File: src/rtl/nn_timestep_sequencer.sv
// Timestep sequencer for a spiking network: buffers input spike frames, injects one per step,
// integrates output spikes over a window per step and reports per-neuron spike counts.
module nn_timestep_sequencer #(
    parameter int unsigned NUM_NEURONS  = 4,
    parameter int unsigned FIFO_DEPTH   = 8,
    parameter int unsigned COUNT_WIDTH  = 8,
    parameter int unsigned WINDOW_WIDTH = 8
) (
    input  logic                               clk,
    input  logic                               rst_n,
    input  logic                               frame_valid,
    output logic                               frame_ready,
    input  logic [NUM_NEURONS-1:0]             frame_data,
    input  logic                               start,
    input  logic                               abort,
    input  logic [7:0]                         num_steps,
    input  logic [WINDOW_WIDTH-1:0]            window,
    output logic                               nn_reset_n,
    output logic [NUM_NEURONS-1:0]             nn_input_spikes,
    input  logic [NUM_NEURONS-1:0]             nn_output_spikes,
    output logic [NUM_NEURONS*COUNT_WIDTH-1:0] spike_count,
    output logic                               busy,
    output logic                               done,
    output logic [$clog2(FIFO_DEPTH):0]        fifo_level
);
    localparam int unsigned PTR_W = $clog2(FIFO_DEPTH);
    localparam int unsigned LVL_W = PTR_W + 1;

    localparam logic [2:0] S_IDLE      = 3'd0;
    localparam logic [2:0] S_CLEAR     = 3'd1;
    localparam logic [2:0] S_INJECT    = 3'd2;
    localparam logic [2:0] S_INTEGRATE = 3'd3;
    localparam logic [2:0] S_DONE      = 3'd4;

    logic [2:0]                         state_q, state_d;
    logic [7:0]                         steps_q, step_cnt_q, step_inc;
    logic [WINDOW_WIDTH-1:0]            window_q, win_cnt_q, win_load;
    logic                               injecting_q;
    logic [PTR_W-1:0]                   wr_ptr_q, rd_ptr_q;
    logic [NUM_NEURONS-1:0]             mem_q [FIFO_DEPTH];
    logic [NUM_NEURONS-1:0]             head;
    logic [LVL_W-1:0]                   level_d;
    logic [NUM_NEURONS*COUNT_WIDTH-1:0] count_d;
    logic                               abort_run, push, pop, last_win;

    assign abort_run = abort && (state_q != S_IDLE);
    assign push      = frame_valid && frame_ready && !abort_run;
    assign last_win  = (win_cnt_q == WINDOW_WIDTH'(1));
    assign win_load  = (window_q == '0) ? WINDOW_WIDTH'(1) : window_q;
    assign step_inc  = step_cnt_q + 8'd1;

    always_comb begin
        state_d = state_q;
        case (state_q)
            S_IDLE:      if (start) state_d = S_CLEAR;
            S_CLEAR:     state_d = (steps_q == 8'd0) ? S_DONE : S_INJECT;
            S_INJECT:    if (injecting_q) state_d = S_INTEGRATE;
            S_INTEGRATE: if (last_win) state_d = (step_inc == steps_q) ? S_DONE : S_INJECT;
            S_DONE:      state_d = S_IDLE;
            default:     state_d = S_IDLE;
        endcase
        if (abort_run) state_d = S_IDLE;
    end

    // A frame arriving into an empty FIFO is forwarded directly, so the pop can coincide with it.
    assign pop  = (state_d == S_INJECT) && ((fifo_level != '0) || push);
    assign head = (fifo_level == '0) ? frame_data : mem_q[rd_ptr_q];

    always_comb begin
        level_d = fifo_level;
        if (abort_run)          level_d = '0;
        else if (push && !pop)  level_d = fifo_level + LVL_W'(1);
        else if (pop && !push)  level_d = fifo_level - LVL_W'(1);
    end

    always_comb begin
        count_d = spike_count;
        if (state_d == S_CLEAR) begin
            count_d = '0;
        end else if (state_q == S_INTEGRATE && !abort_run) begin
            for (int i = 0; i < int'(NUM_NEURONS); i++) begin
                if (nn_output_spikes[i] && spike_count[i*COUNT_WIDTH +: COUNT_WIDTH] != '1)
                    count_d[i*COUNT_WIDTH +: COUNT_WIDTH] =
                        spike_count[i*COUNT_WIDTH +: COUNT_WIDTH] + COUNT_WIDTH'(1);
            end
        end
    end

    always_ff @(posedge clk) begin
        if (push) mem_q[wr_ptr_q] <= frame_data;
    end

    always_ff @(posedge clk or negedge rst_n) begin
        if (!rst_n) begin
            state_q         <= S_IDLE;
            steps_q         <= '0;
            window_q        <= '0;
            step_cnt_q      <= '0;
            win_cnt_q       <= '0;
            injecting_q     <= 1'b0;
            wr_ptr_q        <= '0;
            rd_ptr_q        <= '0;
            fifo_level      <= '0;
            frame_ready     <= 1'b0;
            nn_reset_n      <= 1'b0;
            nn_input_spikes <= '0;
            spike_count     <= '0;
            busy            <= 1'b0;
            done            <= 1'b0;
        end else begin
            state_q <= state_d;
            if (state_q == S_IDLE && start) begin
                steps_q  <= num_steps;
                window_q <= window;
            end
            if (state_d == S_CLEAR) begin
                step_cnt_q <= '0;
            end else if (state_q == S_INTEGRATE && last_win && !abort_run) begin
                step_cnt_q <= step_inc;
            end
            if (state_q == S_INJECT && injecting_q && !abort_run) begin
                win_cnt_q <= win_load;
            end else if (state_q == S_INTEGRATE && !abort_run) begin
                win_cnt_q <= win_cnt_q - WINDOW_WIDTH'(1);
            end
            if (abort_run) begin
                wr_ptr_q <= '0;
                rd_ptr_q <= '0;
            end else begin
                if (push) wr_ptr_q <= wr_ptr_q + PTR_W'(1);
                if (pop)  rd_ptr_q <= rd_ptr_q + PTR_W'(1);
            end
            fifo_level      <= level_d;
            frame_ready     <= (level_d < LVL_W'(FIFO_DEPTH));
            injecting_q     <= pop;
            nn_input_spikes <= pop ? head : '0;
            nn_reset_n      <= (state_d != S_CLEAR);
            spike_count     <= count_d;
            busy            <= (state_d != S_IDLE);
            done            <= (state_d == S_DONE);
        end
    end

endmodule

File: config.mk
export PLATFORM = sky130hd
export DESIGN_NAME = nn_timestep_sequencer
export DESIGN_NICKNAME = d
export VERILOG_FILES = /design/src/rtl/nn_timestep_sequencer.sv
export SDC_FILE = /design/constraint.sdc
export NUM_CORES = 1
export LEC_CHECK = 0
export BUFFER_PORTS_ARGS = -buffer_cell sky130_fd_sc_hd__buf_2
export CORE_MARGIN = 10
export CORE_UTILIZATION = 54
export CTS_BUF_LIST = sky130_fd_sc_hd__clkbuf_8
export CTS_CLUSTER_SIZE = 8
export DETAILED_ROUTE_END_ITERATION = 8
export GPL_TIMING_DRIVEN = 0
export HOLD_SLACK_MARGIN = 0.03
export PLACE_DENSITY = 0.78
export SLEW_MARGIN = 20
export SYNTH_ARGS = -nofsm -noshare
export SYNTH_HDL_FRONTEND = slang
export SYNTH_SLANG_ARGS = --single-unit
File: constraint.sdc
create_clock -name clk -period 2.5 [get_ports clk]
set_input_delay 0.25 -clock clk [delete_from_list [all_inputs] [get_ports clk]]
set_output_delay 0.25 -clock clk [all_outputs]
set_load 0.01 [all_outputs]
==> results.yml <==
floorplanning:
  die_h_microns: 123
  io_pins: 73
  die-area_sq_mm: 0.0150
  rows: 37
  start_util: 0.554
  dieWidth_microns: 123
  coreArea_sq_mm: 0.0103
power:
  ir_worst_vdd_mv: 0.490
  p_leak_nw: 3.19
  pwr_density_cell_mw_per_mm2: 963
min_path:
  hold_class: "in -> reg"
  holdPathStages: 1
sta:
  clock_skew_ps: 13.7
  final_hold_viol_count: 0
  maxSlewViolCount: 0
  fin_ws_ps: -4.61
  fin_crit_sh: 1.00
  holdWs_ps: 115
  finalSetupViolCount: 1
  max_slew_margin: 0.503
  min_period_ps: 2500
  tightestPinTransition_ps: 745
  rsz0062_at_grt: "true"
  max_freq_mhz: 399
detailed_routing:
  wl_per_cell_microns: 16.7
  post_drt_via_cell_ratio: 5.57
  drt_wl_total_microns: 13300
  ant_nets: 0
  firstDrtPassIters: 5
  drt_iter0_markers: 344
  dr_total_vias: 4441
  drc: 0
logic_synthesis:
  seq_area_frac_synth: 0.547
  ys_async_sr_fraction: 0.729
  ys_ff_latch: 118
  synth-main-ff-cell: "dfrtp_1"
  yosysUniqueCellTypes: 55
  synth_warnings: 0
  avgSynthCellArea_sq_um: 10.7
  syn_nets: 571
  synth_enable_flop_cells: 32
  syn-cell-area_sq_mm: 0.00569
  synthCells: 531
cts:
  cts-root-buf: "clkbuf_8"
  cts.path.max_buffers: 2
  cts_num_sinks: 118
  clk_pin_slew_ps: 80
  clk_latency_ps: 430
  cts_tree: "yes"
  htreeDepth: 4
  cts_made_buffers: 17
run_status:
  status: "finished, violations left"
  violations: "setup timing"
final_layout:
  drive_gt1_frac: 0.243
  layoutNonFillerInstCount: 798
  multi_input_area_sq_mm: 0.00259
  syn_to_final_growth_pct: 24.2
  diodes: 0
  regArea_sq_mm: 0.00312
  fill_cells: 762
  nNetsFinal: 689
global_routing:
  antenna_found_initial: 0
  grt_overflow_total: 0
  grt_max_degree: 52
  grt_util_all_layers: 0.183
  grt_pass1_wl_microns: 22000
  first_global_vias: 4589
setup_path:
  endpoint_kind: "flip-flop"
  critPathKind: "reg -> reg"
  crit_fanout: 5
  crit_arrival_ps: 2830
  startpoint_type: "flip-flop"
  worst_ep_required_time_ps: 2830
  rr_worst_depth: 8
placement:
  gp_congestion: 0.902
  dp.cells: 740
  portBuffers: 72
  dp_hpwl_microns: 9200
flow_run:
  drv_cap: 0
==> placed cells by master (no fill, tap or decap), types with 6 or more instances in the layout <==
| master | instances |
|---|---|
| nand2_1 | 84 |
| dfrtp_1 | 84 |
| buf_2 | 71 |
| nor2_1 | 66 |
| edfxtp_1 | 32 |
| nand3_1 | 26 |
| xor2_1 | 26 |
| xnor2_1 | 20 |
| clkbuf_8 | 17 |
| dlygate4sd3_1 | 17 |
| mux2i_1 | 14 |
| inv_1 | 13 |
| nand4_1 | 11 |
| buf_4 | 11 |
| clkbuf_1 | 10 |
| a21oi_1 | 10 |
| ha_1 | 9 |
| mux4_2 | 8 |
| and3_1 | 7 |
| o21ai_0 | 7 |
| nor4_1 | 6 |
| a21oi_2 | 6 |
| nor3_1 | 6 |
| clkinv_4 | 6 |
==> state kept, by name, summed over array words and instances, names as in the netlist <==
register / count
rd_ptr_q: 3
mem_q: 32
state_q: 3
window_q: 8
nn_reset_n: 1
injecting_q: 1
steps_q: 8
busy: 1
done: 1
step_cnt_q: 8
win_cnt_q: 8
fifo_level: 4
spike_count: 32
nn_input_spikes: 4
frame_ready: 1
wr_ptr_q: 3
==> report_power, final <==
| group | switching, mW | leakage, nW | total, mW | internal, mW |
|---|---|---|---|---|
| logic | 1.32 | 1.56 | 2.27 | 0.948 |
| clock network | 0.799 | 0.204 | 1.79 | 0.988 |
| registers | 0.388 | 1.43 | 2.75 | 2.36 |
| total | 2.51 | 3.19 | 6.81 | 4.30 |
==> cell type report <==
type | instances | area share
Sequential cell | 118 | 0.441
Multi-Input combinational cell | 381 | 0.366
Timing Repair Buffer | 101 | 0.0928
Clock buffer | 17 | 0.0331
Clock inverter | 15 | 0.0255
Tap cell | 136 | 0.0241
Buffer | 16 | 0.00992
Inverter | 14 | 0.00744
==> critical path, stage by stage, from the launching register on <==
cell      delay [ps]
dfrtp_2          430
ha_4             170
and3_4           160
xnor2_2          130
or4_4            560
a2111o_1         410
a21oi_2          180
a21oi_2           60
mux2_4           300
==> synth_stat cells (2+ instances only) <==
cell type | count | area [sq um]
o21ai_0 | 8 | 40.0
and2_1 | 2 | 12.5
and4_1 | 3 | 26.3
o311ai_0 | 3 | 26.3
a21oi_2 | 3 | 26.3
and3_1 | 8 | 50.1
dfrtp_1 | 86 | 2150
nand4_1 | 11 | 68.8
nand3_1 | 27 | 135
nor4_1 | 7 | 43.8
nor2b_1 | 5 | 31.3
xnor2_1 | 23 | 201
o221ai_1 | 2 | 17.5
nand2b_1 | 5 | 31.3
or3_1 | 2 | 12.5
o2111ai_1 | 2 | 17.5
buf_1 | 3 | 11.3
o211ai_1 | 3 | 22.5
a221o_1 | 3 | 30.0
nor3_1 | 11 | 55.1
a21o_1 | 3 | 22.5
inv_1 | 14 | 52.6
a21oi_1 | 13 | 65.1
mux4_2 | 8 | 180
mux2i_1 | 14 | 140
edfxtp_1 | 32 | 961
clkbuf_1 | 13 | 48.8
xor2_1 | 26 | 228
nor2_1 | 68 | 255
ha_1 | 11 | 138
a211oi_1 | 5 | 37.5
nand2_1 | 84 | 315
==> worst paths after layout <==
path                       slack (ps)                        end                       from
setup / recovery                   -5    fifo_level[3]$_DFF_PN0_  step_cnt_q[0]$_DFFE_PN0P_
hold / removal                    120      mem_q[2][3]$_DFFE_PP_              frame_data[3]
setup reg to reg                   -5    fifo_level[3]$_DFF_PN0_  step_cnt_q[0]$_DFFE_PN0P_
hold reg to reg                   510    window_q[6]$_DFFE_PN0P_    window_q[6]$_DFFE_PN0P_
max in group asynchronous        1550  step_cnt_q[4]$_DFFE_PN0P_                      rst_n
min in group asynchronous         320   win_cnt_q[5]$_DFFE_PN0P_                      rst_n
==> kinds of logic (layout without fill, tap and decap cells) <==
logic type,Yosys count,count (layout),share of synthesized area
buffers and inverters,32,163,0.0226
AO/OA/AOI/OAI,57,57,0.0756
adder cells (fa/ha/maj),11,11,0.0242
XOR/XNOR,49,49,0.0754
multiplexers,23,23,0.0589
flip-flops,118,118,0.547
AND/OR/NAND/NOR,241,241,0.196
==> per-layer routing <==
metal | vias to the layer above | share of wire | global-route usage
li1 | 2114 | - | -
met4 | 0 | 0.017 | 0.0626
met2 | 142 | 0.49 | 0.298
met5 | - | 0 | 0
met1 | 2160 | 0.42 | 0.222
met3 | 25 | 0.070 | 0.0666
==> timing repair <==
action,in CTS,in global routing
hold buffers,17,0
buffers inserted,9,2
pin swaps,8,3
hold endpoints to repair,51,0
setup endpoints to repair,57,93
resized for setup,15,21
==> through the flow <==
stage | setup TNS [ps] | cell area (sq um) | utilization | power [mW] | worst slack, ps
after CTS | -501 | 6970 | 0.678 | 6.69 | -62.4
final | -4.61 | 7070 | 0.687 | 6.81 | -4.61
after floorplan | -31.1 | 5690 | - | 4.15 | -31.1
after global routing | -818 | 7070 | 0.687 | 7.23 | -120
after global placement | -2080 | 6220 | 0.606 | 4.65 | -164
after detailed placement | -4440 | 6250 | 0.608 | 4.76 | -288
Power figures use the tool's default switching activity.
